### src/rtl/pc_fetch.sv
// Instruction fetch stage: owns the PC, issues one memory request at a time,
// latches the returned word, and traps misaligned, out-of-range or stalled fetches.
module pc_fetch #(
  parameter int           W        = 32,
  parameter logic [W-1:0] RESET_PC = W'(32'h00000000),
  parameter logic [W-1:0] PC_LIMIT = W'(32'h003FFFFC),
  parameter int           TIMEOUT  = 16
) (
  input  logic         clk_in,
  input  logic         rst_in,
  input  logic [W-1:0] next_pc_in,
  input  logic         stall_in,
  input  logic         imem_ready_in,
  input  logic [W-1:0] imem_data_in,
  output logic         imem_req_out,
  output logic [W-1:0] imem_addr_out,
  output logic [W-1:0] pc_out,
  output logic [W-1:0] pc_plus4_out,
  output logic [W-1:0] instr_out,
  output logic         instr_valid_out,
  output logic         fault_out,
  output logic [1:0]   fault_code_out
);

  typedef enum logic [1:0] {
    BOOT  = 2'd0,
    FETCH = 2'd1,
    HOLD  = 2'd2,
    FAULT = 2'd3
  } state_t;

  localparam logic [1:0] CODE_NONE      = 2'b00;
  localparam logic [1:0] CODE_MISALIGN  = 2'b01;
  localparam logic [1:0] CODE_RANGE     = 2'b10;
  localparam logic [1:0] CODE_TIMEOUT   = 2'b11;

  // The counter only has to reach TIMEOUT-1: the cycle that would make it
  // TIMEOUT is the one that raises the fault instead.
  localparam int            CW        = (TIMEOUT < 2) ? 1 : $clog2(TIMEOUT);
  localparam logic [CW-1:0] WAIT_LAST = CW'(TIMEOUT - 1);

  state_t        state_reg, state_next;
  logic [W-1:0]  pc_reg, pc_next;
  logic [W-1:0]  instr_reg, instr_next;
  logic [CW-1:0] wait_cnt_reg, wait_cnt_next;
  logic [1:0]    fault_code_reg, fault_code_next;

  logic next_pc_misaligned;
  logic next_pc_out_of_range;

  assign next_pc_misaligned   = (next_pc_in[1:0] != 2'b00);
  assign next_pc_out_of_range = (next_pc_in > PC_LIMIT);

  always_ff @(posedge clk_in or posedge rst_in) begin
    if (rst_in) begin
      state_reg      <= BOOT;
      pc_reg         <= RESET_PC;
      instr_reg      <= '0;
      wait_cnt_reg   <= '0;
      fault_code_reg <= CODE_NONE;
    end else begin
      state_reg      <= state_next;
      pc_reg         <= pc_next;
      instr_reg      <= instr_next;
      wait_cnt_reg   <= wait_cnt_next;
      fault_code_reg <= fault_code_next;
    end
  end

  always_comb begin
    state_next      = state_reg;
    pc_next         = pc_reg;
    instr_next      = instr_reg;
    wait_cnt_next   = wait_cnt_reg;
    fault_code_next = fault_code_reg;

    unique case (state_reg)
      BOOT: begin
        state_next    = FETCH;
        wait_cnt_next = '0;
      end

      FETCH: begin
        if (imem_ready_in) begin
          instr_next    = imem_data_in;
          wait_cnt_next = '0;
          state_next    = HOLD;
        end else if (wait_cnt_reg == WAIT_LAST) begin
          fault_code_next = CODE_TIMEOUT;
          state_next      = FAULT;
        end else begin
          wait_cnt_next = wait_cnt_reg + CW'(1);
        end
      end

      HOLD: begin
        // A rejected next PC leaves pc_reg on the instruction that was issued.
        if (!stall_in) begin
          if (next_pc_misaligned) begin
            fault_code_next = CODE_MISALIGN;
            state_next      = FAULT;
          end else if (next_pc_out_of_range) begin
            fault_code_next = CODE_RANGE;
            state_next      = FAULT;
          end else begin
            pc_next       = next_pc_in;
            wait_cnt_next = '0;
            state_next    = FETCH;
          end
        end
      end

      FAULT: begin
        state_next = FAULT;
      end

      default: begin
        state_next = BOOT;
      end
    endcase
  end

  // Outputs decode straight from registers so reset clears them without a clock.
  assign imem_req_out    = (state_reg == FETCH);
  assign imem_addr_out   = pc_reg;
  assign pc_out          = pc_reg;
  assign pc_plus4_out    = pc_reg + W'(4);
  assign instr_out       = instr_reg;
  assign instr_valid_out = (state_reg == HOLD);
  assign fault_out       = (state_reg == FAULT);
  assign fault_code_out  = fault_code_reg;

endmodule

### config.mk
export PLATFORM = sky130hd
export DESIGN_NAME = pc_fetch
export DESIGN_NICKNAME = d
export VERILOG_FILES = /design/src/rtl/pc_fetch.sv
export SDC_FILE = /design/constraint.sdc
export NUM_CORES = 1
export LEC_CHECK = 0
export ABC_AREA = 1
export BUFFER_PORTS_ARGS = -buffer_cell sky130_fd_sc_hd__buf_2
export CAP_MARGIN = 0
export CORE_UTILIZATION = 35
export DETAILED_ROUTE_END_ITERATION = 10
export GPL_TIMING_DRIVEN = 0
export SKIP_CTS_REPAIR_TIMING = 1
export SLEW_MARGIN = 15
export SYNTH_ARGS = -nofsm -noshare
export SYNTH_HDL_FRONTEND = slang
export SYNTH_SLANG_ARGS = --single-unit
### constraint.sdc
create_clock -name clk_in -period 2.3 [get_ports clk_in]
set_input_delay 0.115 -clock clk_in [delete_from_list [all_inputs] [get_ports clk_in]]
set_output_delay 0.115 -clock clk_in [all_outputs]
set_load 0.05 [all_outputs]
==> flow_metrics.env <==
export IMPL_outcome="finished, final reports clean"
export IMPL_rr_worst_depth=7
export IMPL_layoutNonFillerInstCount=823
export IMPL_synth_area_leader_cell="dfrtp_1"
export IMPL_post_drt_wl_per_cell_um=13.6
export IMPL_maxSlewViolCount=0
export IMPL_worstSetupStartpointType="flip-flop"
export IMPL_grt_overflow_total=0
export IMPL_ys_ff_latch=72
export IMPL_cp_required_ns=2.18
export IMPL_r2r_slack_ns=0.85
export IMPL_vdd_drop_max_mv=0.416
export IMPL_met3WireLength_um=910
export IMPL_crit_path_end_kind="output port"
export IMPL_critPathArrivalTime_ns=2.07
export IMPL_start_util_pct=36.5
export IMPL_synth_cell_types=32
export IMPL_rows=38
export IMPL_internal_power_uw=2580
export IMPL_timing_rr_start="wait_cnt_reg[0]$_DFFE_PP0P_"
export IMPL_cts_buffers=9
export IMPL_cts_max_path_buffers=2
export IMPL_ys_warn_count=0
export IMPL_holdPathEnd="imem_addr_out[2]$_DFFE_PP0P_"
export IMPL_first_pass_iters=4
export IMPL_maxSlewHeadroom_pct=68.4
export IMPL_cpMostUsedCell="nand2_1"
export IMPL_wl_met1_um=4850
export IMPL_power_density_nw_per_um2=632
export IMPL_grt_max_degree=38
export IMPL_tns_ns=0
export IMPL_finalCritPeriodShare_pct=94.9
export IMPL_setup_slack_ns=0.118
export IMPL_syn_to_final_growth_pct=41.5
export IMPL_groute_usage_overall_pct=19.4
export IMPL_numClockSinks=72
export IMPL_grt_pass1_vias=3620
export IMPL_fin_nets=748
export IMPL_period_needed_ns=2.18
export IMPL_critPathMaxStageDelay_ns=0.46
export IMPL_top_layer="met5"
export IMPL_worstMarginPinSlew_ns=0.474
export IMPL_io_buffer_count=200
export IMPL_slowest_stage="dfrtp_1"
export IMPL_path_buf_inv=1
export IMPL_pwr_share_clk_pct=46.2
export IMPL_antenna_found_initial=1
export IMPL_synth_compound_area_share_pct=3.31
export IMPL_gp_congestion=0.843
export IMPL_crit_chain="nand2_1 > nor2_1 > nand2_1 > nor2_1 > nand2_1 > xor2_1 > clkbuf_4"
export IMPL_dp_cells=806
export IMPL_min_from="next_pc_in[2]"
export IMPL_rsz0062_at_grt="yes"
export IMPL_hpwlAfterDp_um=8740
export IMPL_vias_per_cell=4.55
export IMPL_fmax_mhz=458
export IMPL_maxCapViolations=0
export IMPL_setup_viol_count_final=0
export IMPL_yosys_area_share_xor_xnor_pct=5.24
export IMPL_clkLatencyLatePin_ns=0.34
export IMPL_dp_slack_ns=0.288
export IMPL_switchingPower_uw=1010
export IMPL_criticalPathCategory="reg -> out"
export IMPL_num_fill_cells=1069
export IMPL_r2r_end="wait_cnt_reg[1]$_DFFE_PP0P_"
export IMPL_die_area_um2=11900
export IMPL_power_uw=3580
export IMPL_fin_worst_skew_ns=0.00969
export IMPL_muxShareOfSynthArea_pct=9.45
export IMPL_drc=0
export IMPL_final_common_cell="buf_2"
export IMPL_p_seq_share_pct=38.6
export IMPL_p_sw_share_pct=28.1
export IMPL_finalHoldViolCount=0
export IMPL_drive_gt1_share_pct=47.9
export IMPL_synthSimpleGateAreaFrac_pct=23.5
export IMPL_die_h_um=109
export IMPL_cts_tree="done"
export IMPL_drt_iter0_drc=120
export IMPL_syn_area_per_cell_um2=8.62
export IMPL_crit_path_max_fanout=6
export IMPL_grt_pass1_wl_um=17400
export IMPL_power_share_combinational_pct=15.1
export IMPL_htreeDepth=3
export IMPL_route_met2_wl_um=5240
export IMPL_synthCells=465
export IMPL_n_antenna_cell=0
export IMPL_pin_count=201
export IMPL_crit_family="simple AND/OR/NAND/NOR gates"
export IMPL_die_width_um=109
export IMPL_clk_pin_slew_ns=0.06
export IMPL_min_path_cells=3
export IMPL_syn_area_um2=4010
export IMPL_core_um2=11000
export IMPL_synth_top_cell_area_share_pct=44.9
export IMPL_ys_seq_area_share_pct=44.9
export IMPL_postRouteAntennaNets=0
export IMPL_synth_top_family_by_area="simple AND/OR/NAND/NOR gates"
export IMPL_leakagePower_uw=0.00330
export IMPL_clockRootBuffer="clkbuf_16"
export IMPL_hold_path_class="in -> reg"
export IMPL_final_cell_mix="buf_2, nand2_1, dfrtp_1"
export IMPL_vias=3741
export IMPL_wl_um=11200
export IMPL_synth_fa_ha_area_share_pct=0.624
export IMPL_synth_nets=535
export IMPL_synth_top_cells_by_area="dfrtp_1, nand2_1, mux2_2"
[logic make-up after synthesis]
kind of cell             count (synthesis)
adder cells (fa/ha/maj)                  2
XOR/XNOR                                24
buffers and inverters                   93
AND/OR/NAND/NOR                        217
AO/OA/AOI/OAI                           25
multiplexers                            32
flip-flops                              72
[layer usage]
metal  vias to the layer above  global-route usage, %
li1                       1836                      -
met1                      1731                   23.9
met2                       160                   32.6
met3                        12                   4.54
met4                         2                   7.82
met5                         -                      0
[power groups by stage]
stage	Sequential (uW)	Combinational (uW)	Clock [uW]
floorplan	1680	105	0
global placement	1400	534	0
detailed placement	1410	547	0
CTS	1380	548	1700
global route	1400	577	1740
finish	1380	542	1660
[layout make-up]
cell class                      instances  area [um2]  area share [%]
Buffer                                 42         329            5.80
Tap cell                              140         175            3.09
Clock inverter                          7         126            2.23
Timing Repair Buffer                  202        1040            18.3
Multi-Input combinational cell        300        1780            31.3
Clock buffer                            9         225            3.97
Sequential cell                        72        1810            31.9
Inverter                               51         194            3.42
[cell usage after synthesis]
library cell and number:
o21ai_0 2, inv_1 49, inv_2 2, a21oi_1 3, nor3_1 3, nor3_4 1
nand2_1 127, nor2_1 55, nand2_4 1, buf_4 35, or2_0 1, nor2_4 2
mux2_4 5, nand3b_1 5, nand4_1 4, buf_2 2, and3_1 1, o21ai_1 18
nor2_2 3, xnor2_1 11, ha_1 2, dfrtp_1 72, nor3b_1 1, or2_2 1
xor2_1 13, buf_6 5, o21ai_2 2, nand2_2 3, nand3_1 7, nand4_4 1
mux2_2 27, nor3_2 1
[how the worst max path moves through the flow]
stage                             startpoint                             to  slack, ns  depth (start not counted)
4_1_cts         imem_addr_out[2]$_DFFE_PP0P_               pc_plus4_out[18]      -0.09                          7
5_1_grt         imem_addr_out[9]$_DFFE_PP0P_               pc_plus4_out[30]      -0.05                          7
3_5_place_dp    imem_addr_out[2]$_DFFE_PP0P_               pc_plus4_out[18]       0.29                          7
6_report       imem_addr_out[11]$_DFFE_PP0P_               pc_plus4_out[30]       0.12                          7
3_3_place_gp                          rst_in  imem_addr_out[13]$_DFFE_PP0P_      -0.51                          2
2_1_floorplan   imem_addr_out[2]$_DFFE_PP0P_               pc_plus4_out[27]      -0.03                          6
[worst register-to-register path: cells and delay by family, from the launching register on]
kind | cells | cell delay (ns)
adder cells (fa/ha/maj) | 1 | 0.23
flip-flops | 1 | 0.42
AO/OA/AOI/OAI | 1 | 0.23
AND/OR/NAND/NOR | 5 | 0.45
[metrics by stage]
step	instance area (um2)	util [%]	hold slack (ns)
after floorplan	4090	-	0.245
after global placement	5270	48.0	0.346
after detailed placement	5290	48.2	0.173
after CTS	5640	51.4	-0.185
after global routing	5670	51.7	0.000131
final	5670	51.7	0.00424
Note: power is estimated with default switching activity, not from simulation.
